File: config.mk
export PLATFORM = sky130hd
export DESIGN_NAME = placement_ctrl
export DESIGN_NICKNAME = d
export VERILOG_FILES = /design/src/rtl/placement_ctrl.sv
export SDC_FILE = /design/constraint.sdc
export NUM_CORES = 1
export LEC_CHECK = 0
export BUFFER_PORTS_ARGS = -buffer_cell sky130_fd_sc_hd__buf_2
export CAP_MARGIN = 20
export CORE_MARGIN = 2
export CORE_UTILIZATION = 60
export DETAILED_ROUTE_END_ITERATION = 6
export PLACE_DENSITY = 0.78
export SYNTH_ARGS = -nofsm -noshare
export SYNTH_HDL_FRONTEND = slang
export SYNTH_SLANG_ARGS = --single-unit
File: constraint.sdc
create_clock -name clk -period 8.8 [get_ports clk]
set_clock_uncertainty 0.05 [all_clocks]
set_input_delay 1.32 -clock clk [delete_from_list [all_inputs] [get_ports clk]]
set_output_delay 1.32 -clock clk [all_outputs]
set_load 0.1 [all_outputs]
File: src/rtl/placement_ctrl.sv
// Front-end control for game_board: turns mouse pixels and clicks into cell coordinates,
// place/shot strobes and the host -> guest -> battle phase code.
module placement_ctrl #(
    parameter int X0    = 64,
    parameter int Y0    = 64,
    parameter int CELL  = 48,
    parameter int GRID  = 10,
    parameter int SHIPS = 4
) (
    input  logic        clk,
    input  logic        rst,
    input  logic [11:0] mouse_xpos,
    input  logic [11:0] mouse_ypos,
    input  logic        mouse_left,
    input  logic        start_btn,
    input  logic        game_over,
    output logic [1:0]  start,
    output logic        place,
    output logic [5:0]  mouse_pos,
    output logic [6:0]  cell_idx,
    output logic [2:0]  ships_left
);

    typedef enum logic [2:0] {
        S_IDLE   = 3'd0,
        S_HOST   = 3'd1,
        S_GUEST  = 3'd2,
        S_BATTLE = 3'd3,
        S_DONE   = 3'd4
    } state_t;

    localparam logic [11:0] X_END = 12'(X0 + GRID * CELL);
    localparam logic [11:0] Y_END = 12'(Y0 + GRID * CELL);

    state_t      state_q, state_d;
    logic [2:0]  ml_q, ml_d;
    logic [2:0]  sb_q, sb_d;
    logic [11:0] x_q, x_d;
    logic [11:0] y_q, y_d;
    logic [1:0]  start_q, start_d;
    logic        place_q, place_d;
    logic [5:0]  mouse_pos_q, mouse_pos_d;
    logic [6:0]  cell_idx_q, cell_idx_d;
    logic [2:0]  ships_left_q, ships_left_d;
    logic [63:0] occ_host_q, occ_host_d;
    logic [63:0] occ_guest_q, occ_guest_d;

    logic [3:0]  col_s, row_s;
    logic        on_grid_s, click_s, start_edge_s, accept_s;
    logic [5:0]  occ_idx_s;

    // Cell decode: count crossed cell boundaries instead of dividing.
    always_comb begin
        col_s = 4'd0;
        row_s = 4'd0;
        for (int k = 1; k < GRID; k++) begin
            if (x_q >= 12'(X0 + k * CELL)) begin
                col_s = col_s + 4'd1;
            end else begin
                col_s = col_s;
            end
            if (y_q >= 12'(Y0 + k * CELL)) begin
                row_s = row_s + 4'd1;
            end else begin
                row_s = row_s;
            end
        end
        on_grid_s = (x_q >= 12'(X0)) && (y_q >= 12'(Y0)) && (x_q < X_END) && (y_q < Y_END);
        click_s      = ml_q[1] & ~ml_q[2];
        start_edge_s = sb_q[1] & ~sb_q[2];
        // Consumer coordinates are 3-bit, so rows/cols 8 and 9 cannot be addressed.
        accept_s  = click_s && on_grid_s && (row_s < 4'd8) && (col_s < 4'd8);
        occ_idx_s = {row_s[2:0], col_s[2:0]};
    end

    // Next-state, phase sequencing and output computation.
    always_comb begin
        ml_d         = {ml_q[1:0], mouse_left};
        sb_d         = {sb_q[1:0], start_btn};
        x_d          = mouse_xpos;
        y_d          = mouse_ypos;
        state_d      = state_q;
        place_d      = 1'b0;
        mouse_pos_d  = mouse_pos_q;
        ships_left_d = ships_left_q;
        occ_host_d   = occ_host_q;
        occ_guest_d  = occ_guest_q;
        if (on_grid_s) begin
            cell_idx_d = 7'(row_s) * 7'(GRID) + 7'(col_s);
        end else begin
            cell_idx_d = 7'd127;
        end
        case (state_q)
            S_IDLE, S_DONE: begin
                ships_left_d = 3'(SHIPS);
                if (start_edge_s) begin
                    state_d     = S_HOST;
                    occ_host_d  = 64'd0;
                    occ_guest_d = 64'd0;
                end else begin
                    state_d = state_q;
                end
            end
            S_HOST: begin
                if (accept_s && !occ_host_q[occ_idx_s]) begin
                    place_d                = 1'b1;
                    mouse_pos_d            = occ_idx_s;
                    occ_host_d[occ_idx_s]  = 1'b1;
                    if (ships_left_q == 3'd1) begin
                        state_d      = S_GUEST;
                        ships_left_d = 3'(SHIPS);
                    end else begin
                        ships_left_d = ships_left_q - 3'd1;
                    end
                end else begin
                    place_d = 1'b0;
                end
            end
            S_GUEST: begin
                if (accept_s && !occ_guest_q[occ_idx_s]) begin
                    place_d                = 1'b1;
                    mouse_pos_d            = occ_idx_s;
                    occ_guest_d[occ_idx_s] = 1'b1;
                    if (ships_left_q == 3'd1) begin
                        state_d      = S_BATTLE;
                        ships_left_d = 3'(SHIPS);
                    end else begin
                        ships_left_d = ships_left_q - 3'd1;
                    end
                end else begin
                    place_d = 1'b0;
                end
            end
            S_BATTLE: begin
                if (game_over) begin
                    state_d = S_DONE;
                end else if (accept_s) begin
                    place_d     = 1'b1;
                    mouse_pos_d = occ_idx_s;
                end else begin
                    place_d = 1'b0;
                end
            end
            default: begin
                state_d = S_IDLE;
            end
        endcase
        // Phase code lags the state by one cycle so a phase-completing strobe keeps its code.
        case (state_q)
            S_HOST:   start_d = 2'b01;
            S_GUEST:  start_d = 2'b10;
            S_BATTLE: start_d = 2'b00;
            default:  start_d = 2'b11;
        endcase
    end

    // State and output registers.
    always_ff @(posedge clk or posedge rst) begin
        if (rst) begin
            state_q      <= S_IDLE;
            ml_q         <= 3'd0;
            sb_q         <= 3'd0;
            x_q          <= 12'd0;
            y_q          <= 12'd0;
            start_q      <= 2'b11;
            place_q      <= 1'b0;
            mouse_pos_q  <= 6'd0;
            cell_idx_q   <= 7'd127;
            ships_left_q <= 3'(SHIPS);
            occ_host_q   <= 64'd0;
            occ_guest_q  <= 64'd0;
        end else begin
            state_q      <= state_d;
            ml_q         <= ml_d;
            sb_q         <= sb_d;
            x_q          <= x_d;
            y_q          <= y_d;
            start_q      <= start_d;
            place_q      <= place_d;
            mouse_pos_q  <= mouse_pos_d;
            cell_idx_q   <= cell_idx_d;
            ships_left_q <= ships_left_d;
            occ_host_q   <= occ_host_d;
            occ_guest_q  <= occ_guest_d;
        end
    end

    assign start      = start_q;
    assign place      = place_q;
    assign mouse_pos  = mouse_pos_q;
    assign cell_idx   = cell_idx_q;
    assign ships_left = ships_left_q;

endmodule

# Word level (Yosys, flattened, before mapping)
# Index checks and enable logic that the tools add are counted.
word_totals:
  mem_count: 0
  rom_bits: 0
  latchBits: 0
  regBits: 180
  elab_cells: 150
  inputBits: 29
  ram_bits: 0
  out_inout_bits: 19
op_classes:
  mux: 52
  order_cmp: 26
  mul: 1
  eq_ne: 13
  bitwise_logic: 6
  reduce_logical: 22
  n_shift: 0
  n_div: 0
  n_addsub: 18
ops:
  columns: ["op", "count"]
  rows:
  - ["$pmux W64 S2", 2]
  - ["$mux W64", 3]
  - ["$ge A12 B9 Y1 const B", 12]
  - ["$or A64 B64 Y64", 2]
  - ["$add A4 B1 Y4 const B", 16]
  - ["$mux W4", 16]
  - ["$ge A12 B7 Y1 const B", 4]
  - ["$ge A12 B8 Y1 const B", 4]
  - ["$mux W3", 9]
  - ["$lt A12 B10 Y1 const B", 2]
  - ["$mux W6", 4]
  - ["$pmux W6 S3", 1]
  - ["$ne A2 B2 Y1 const B", 8]
  - ["$bmux W1 S6", 2]
  - ["$pmux W3 S4", 1]
  - ["$logic_and A1 B1 Y1", 9]
  - ["$mux W1", 9]
  - ["$pmux W3 S3", 1]
  - ["$reduce_and A3 Y1", 3]
  - ["$lt A4 B4 Y1 const B", 2]
  - ["$add A7 B4 Y7", 1]
  - ["$lt A6 B7 Y1 const B", 1]
  - ["$mux W7", 1]
  - ["$demux W1 S6", 1]
  - ["other kinds (17)", 24]

# Depth between registers and ports, before layout
depth:
  depth_word: 25
  ltp_mapped: 45
  mapped_depth_nobuf: 38

# Worst setup path after synthesis
# Ideal clock, no wire load.
synth_timing:
  path_type: "register to register"
  start: "register x_q[5]"
  end: "register mouse_pos_q[0] (netlist: mouse_pos[0])"
  period_less_slack_ps: 7767
  n_path_buf: 5
  arrival_time_ps: 7592
  slack_ps: 1033
  stages_incl_launch_ff: 42
  t_required_ps: 8625
  setup_ps: 125
  path_cell_list: "dfrtp_1 -> clkbuf_1 -> buf_2 -> a31oi_1 -> and2_1 -> ha_1 -> clkbuf_1 -> inv_1 -> xnor2_1 -> ha_1 -> nand2_1 -> nand2_1 -> ha_1 -> nand2_1 -> a2bb2oi_1 -> nand3_1 -> ha_1 -> a21oi_1 -> [... 6 more ...] -> o31ai_1 -> o21ai_0 -> inv_1 -> ha_1 -> a21boi_0 -> mux2i_1 -> xor2_1 -> xor2_2 -> buf_2 -> buf_2 -> mux2i_1 -> mux2i_1 -> a211oi_1 -> o2111ai_1 -> o21ai_2 -> o21ai_2 -> nor2_4 -> mux2_2"
synth_between:
  elab_chain_len: 24
  elab_cells_between_ends: 52
  cone_classes: "add/sub (8); order compare (12); eq/ne (3); mux (18); reduce/logical (11)"
synth_lines:
  columns: ["element", "line_no", "source"]
  rows:
  - ["start: declaration", "38", "logic [11:0] x_q, x_d;"]
  - ["start signal: assignment", "163", "x_q <= 12'd0;"]
  - ["start signal: assignment", "176", "x_q <= x_d;"]
  - ["$ge A12 B7 Y1", "57", "if (x_q >= 12'(X0 + k * CELL)) begin"]
  - ["$mux W1", "57", null]
  - ["$add A4 B1 Y4", "58", "col_s = col_s + 4'd1;"]
  - ["$mux W4", "57", null]
  - ["$add A4 B1 Y4", "58", null]
  - ["$mux W4", "57", null]
  - ["$add A4 B1 Y4", "58", null]
  - ["$mux W4", "57", null]
  - ["[... 8 more ...]", null, null]
  - ["$add A4 B1 Y4", "58", null]
  - ["$mux W4", "57", null]
  - ["$bmux W1 S6, on equally long branches", "105, 120", null]
  - ["$mux W1, on equally long branches", "105, 120", null]
  - ["$logic_not A1 Y1, on equally long branches", "105, 120", null]
  - ["$logic_and A1 B1 Y1, on equally long branches", "105, 120", null]
  - ["$ne A2 B2 Y1 (no line)", null, null]
  - ["$reduce_and A5 Y1 (no line)", null, null]
  - ["end signal: assignment", "180", "mouse_pos_q <= mouse_pos_d;"]
  - ["end: declaration", "42", "logic [5:0] mouse_pos_q, mouse_pos_d;"]
# Parallel ways exist; a longest one is shown, timed or not. The select of a mux whose other input is x is not followed.
# A chain may end at the register's enable or synchronous reset.

# Worst setup path in the final report
layout_timing:
  start: "register x_q[10]"
  end: "register mouse_pos_q[0] (netlist: mouse_pos[0])"
# Same word-level chain as after synthesis.

==> results.md <==
- 0 — ANT cells
- 4.89 nW — static leakage power
- mouse_pos[0] — Critical path destination
- 37 — Worst Reg2Reg Path Length in Cells
- sky130_fd_sc_hd__clkbuf_16 — master cell of the clock root buffer
- 8.54 ns — crit path DAT
- 1080 — syn nets
- 0.936 — routability cong.
- 172 — number of synthesized register bits
- 0.53 ns — r2r setup slk
- 5 — TritonRoute pass-1 iters
- mouse_pos[0] — terminus of the critical flop-to-flop path
- x_q[10] — worst r2r src
- 61.3% — effective utilization at floorplan
- 0.121 GHz — Max Clock Freq
- 0 — number of design rule violations left after detail routing
- 9.07 ns — Critical Path RT
- sky130_fd_sc_hd__dfrtp_1 — main flop type after synthesis
- sky130_fd_sc_hd__dfrtp_1 — dominant cell type by area after synthesis
- reg2reg — type of the worst min-delay path
- 84 — number of library cell types mapped by synthesis
- 94.0% — crit share post-route
- 15900 um^2 — area of the core region
- 4 — number of H-tree levels
- 292 nW/um^2 — areal power density over the cells
- 0.933 ns — Worst-Margin Slew
- 39 — number of input and output port buffers inserted
- 0.06 ns — clock transition at the register clock pins on the worst setup and hold paths after CTS
- 17.9% — fraction of layout cells with a size suffix above 1
- flop — Startpoint Class
- 0 — Synth Warn #
- 131 um — width of the chip
- 941 — detailed router's first-iteration violation count
- no — setup repair after global routing missed its margin
- 9.51 um^2 — post-synthesis area per instance
- 19.5 um — routed wire length per instance
- 0 — Setup-failing EPs final
- completed — status
- 0 ns — TNS Setup
- 13.1% — Area Growth Syn to Fin
- 41.6% — fraction of synthesized cell area taken by the top area cell type
- reg2reg — type of the setup path with the least slack
- 2 — worst-case clock buffer depth
- 0 — number of antenna violations at the first check in global routing
- sky130_fd_sc_hd__dfrtp_1 (162), sky130_fd_sc_hd__nor2_1 (124), sky130_fd_sc_hd__nand2_1 (97), sky130_fd_sc_hd__a21oi_1 (65), sky130_fd_sc_hd__clkbuf_1 (45) — top cells by instance count after synthesis
- 0 — number of flops mapped to enable cells by yosys
- 8051 — vias in the first global route
- 17300 um^2 — die area
- sky130_fd_sc_hd__dfrtp_1 (42%), sky130_fd_sc_hd__nor2_1 (4.8%), sky130_fd_sc_hd__nand2_1 (3.7%), sky130_fd_sc_hd__a21oi_1 (3.3%), sky130_fd_sc_hd__mux2i_1 (3.2%) — top area cells in the synthesized netlist
- yes — CTS tree
- 8.27 ns — minimum clock period
- 1025 — Syn Inst Count
- 25400 um — total detailed-routing wirelength
- 0 — maximum capacitance violations
- 4320 um^2 — Storage cell area
- sky130_fd_sc_hd__dfrtp_1 — leading cell type by number of instances after synthesis
- 0 — Antenna Nets Post-Route
- 9740 um^2 — post-synth design cell area
- 1127 — Final #Nets
- 0.300 ns — Post-Route Hold Slack
- 0.57 ns — Worst path max stage delay
- 17 — total CTS buffers
- 107 — maximum number of pins on one net before global-route repair
- 0 — number of buffers inserted for hold repair after clock tree synthesis
- 0 — Remaining Overflow, GRT
- 1230 — Filler Cell Count
- 172 — Num Clock Sinks
- 0.44 ns — later-pin clock latency in the skew report
- 37.8% — relative slew slack
- 100% — async set-reset flop share out of synthesis
- 16700 um — total half-perimeter wirelength after legalization and detailed placement
- 29.8% — GRT Util Overall
- x_q[10] — worst setup path startpoint
- sky130_fd_sc_hd__ha_1 — Critical Path Most Common Cell
- 0.248 mV — VDD IR-drop max
- 41100 um — global-route wire length before repair
- 5070 um^2 — area of the multi-input gates
- 131 um — Vert. Die Dim
- 46 — floorplan row count
- flop — CP endpoint kind
- 21 — maximum fanout encountered on the critical timing path
- 44.3% — share of synthesized area occupied by flip-flops and latches
- 0 — final hold violation count
- sky130_fd_sc_hd__mux4_2 — cell type of the slowest stage on the worst timing path
- 0 — number of max-slew violations in the final report
- 8389 — Vias
- 48 — IO Pins
- 6.45 — routed vias/inst
cell usage in the layout, fill, tap and decap left out, types with 14 or more instances in the layout:
| cell type | count |
|---|---|
| sky130_fd_sc_hd__dfrtp_1 | 162 |
| sky130_fd_sc_hd__nor2_1 | 124 |
| sky130_fd_sc_hd__nand2_1 | 97 |
| sky130_fd_sc_hd__a21oi_1 | 65 |
| sky130_fd_sc_hd__buf_4 | 54 |
| sky130_fd_sc_hd__buf_2 | 39 |
| sky130_fd_sc_hd__o21ai_0 | 37 |
| sky130_fd_sc_hd__nand3_1 | 35 |
| sky130_fd_sc_hd__mux2i_1 | 31 |
| sky130_fd_sc_hd__o21a_1 | 31 |
| sky130_fd_sc_hd__nor3_1 | 29 |
| sky130_fd_sc_hd__a31oi_1 | 26 |
| sky130_fd_sc_hd__ha_1 | 24 |
| sky130_fd_sc_hd__inv_1 | 23 |
| sky130_fd_sc_hd__nor4_1 | 23 |
| sky130_fd_sc_hd__xnor2_1 | 20 |
| sky130_fd_sc_hd__clkbuf_16 | 17 |
| sky130_fd_sc_hd__a22o_1 | 16 |
| sky130_fd_sc_hd__mux2_2 | 14 |
cell families after synthesis:
family / Yosys count / synth area share, %
buffers and inverters: 95 / 4.06
adders and majority gates: 26 / 3.49
muxes: 57 / 7.58
xor gates and xnor gates: 34 / 3.84
and+or+nand+nor: 383 / 19.0
DFF: 172 / 44.3
AOI/OAI and AO/OA: 258 / 17.7
repair_timing:
item                                    CTS  global route
gates resized for setup                   0            11
hold endpoints to repair                  0             0
setup buffers                             0             5
endpoints found under the setup margin    0           101
per-stage QoR:
stage	std cells	total power [W]	utilization, %	worst slack [ns]	cell area (um^2)
3_3_place_gp	1263	0.00238	65.1	0.523	10300
5_1_grt	1301	0.00336	69.4	0.0227	11000
6_report	1301	0.00322	69.4	0.526	11000
2_1_floorplan	1025	0.00202	-	1.03	9740
4_1_cts	1295	0.00318	68.8	0.211	10900
3_5_place_dp	1263	0.00240	65.1	0.342	10300
registers in the layout, indices dropped and copies added, names as in the netlist:
| name | cells |
|---|---|
| occ_guest_q | 64 |
| occ_host_q | 64 |
| x_q | 8 |
| y_q | 8 |
| cell_idx | 7 |
| mouse_pos | 6 |
| ml_q | 3 |
| sb_q | 3 |
| ships_left | 3 |
| state_q | 3 |
| start | 2 |
| place | 1 |
how the worst min path moves through the flow:
stage / startpoint / to / slack, ns / cells past startpoint
after global routing: sb_q[0] / sb_q[1] / 0.30 / 0
after floorplan: ml_q[0] / ml_q[1] / 0.28 / 0
after global placement: sb_q[0] / sb_q[1] / 0.28 / 0
final: sb_q[0] / sb_q[1] / 0.30 / 0
after detailed placement: sb_q[0] / sb_q[1] / 0.29 / 0
after CTS: sb_q[0] / sb_q[1] / 0.30 / 0
metal layers:
| layer | wire (um) | track usage [%] |
|---|---|---|
| met5 | 0 | 0 |
| met3 | 1840 | 5.94 |
| met4 | 574 | 12.3 |
| met2 | 12100 | 46.1 |
| met1 | 10900 | 41.4 |
cell type report:
cell class / count / area share, %
Multi-Input combinational cell: 758 / 46.0
Sequential cell: 172 / 39.2
Timing Repair Buffer: 96 / 5.99
Clock buffer: 22 / 4.12
Tap cell: 216 / 2.45
Clock inverter: 10 / 1.26
Inverter: 27 / 0.987
power by group:
group	switching [W]	total, W	internal, W
clock network	0.000316	0.000770	0.000454
registers	0.0000814	0.000998	0.000916
logic	0.000954	0.00145	0.000498
total	0.00135	0.00322	0.00187
critical path, delay by kind of cell (launching register included):
family / cells / cell delay (ns)
AO/OA/AOI/OAI: 9 / 1.34
XOR/XNOR: 3 / 0.57
adder cells (fa/ha/maj): 7 / 1.98
buffers and inverters: 4 / 0.82
flip-flops: 1 / 0.46
multiplexers: 3 / 1.20
AND/OR/NAND/NOR: 11 / 1.72
(Power assumes the default switching activity.)
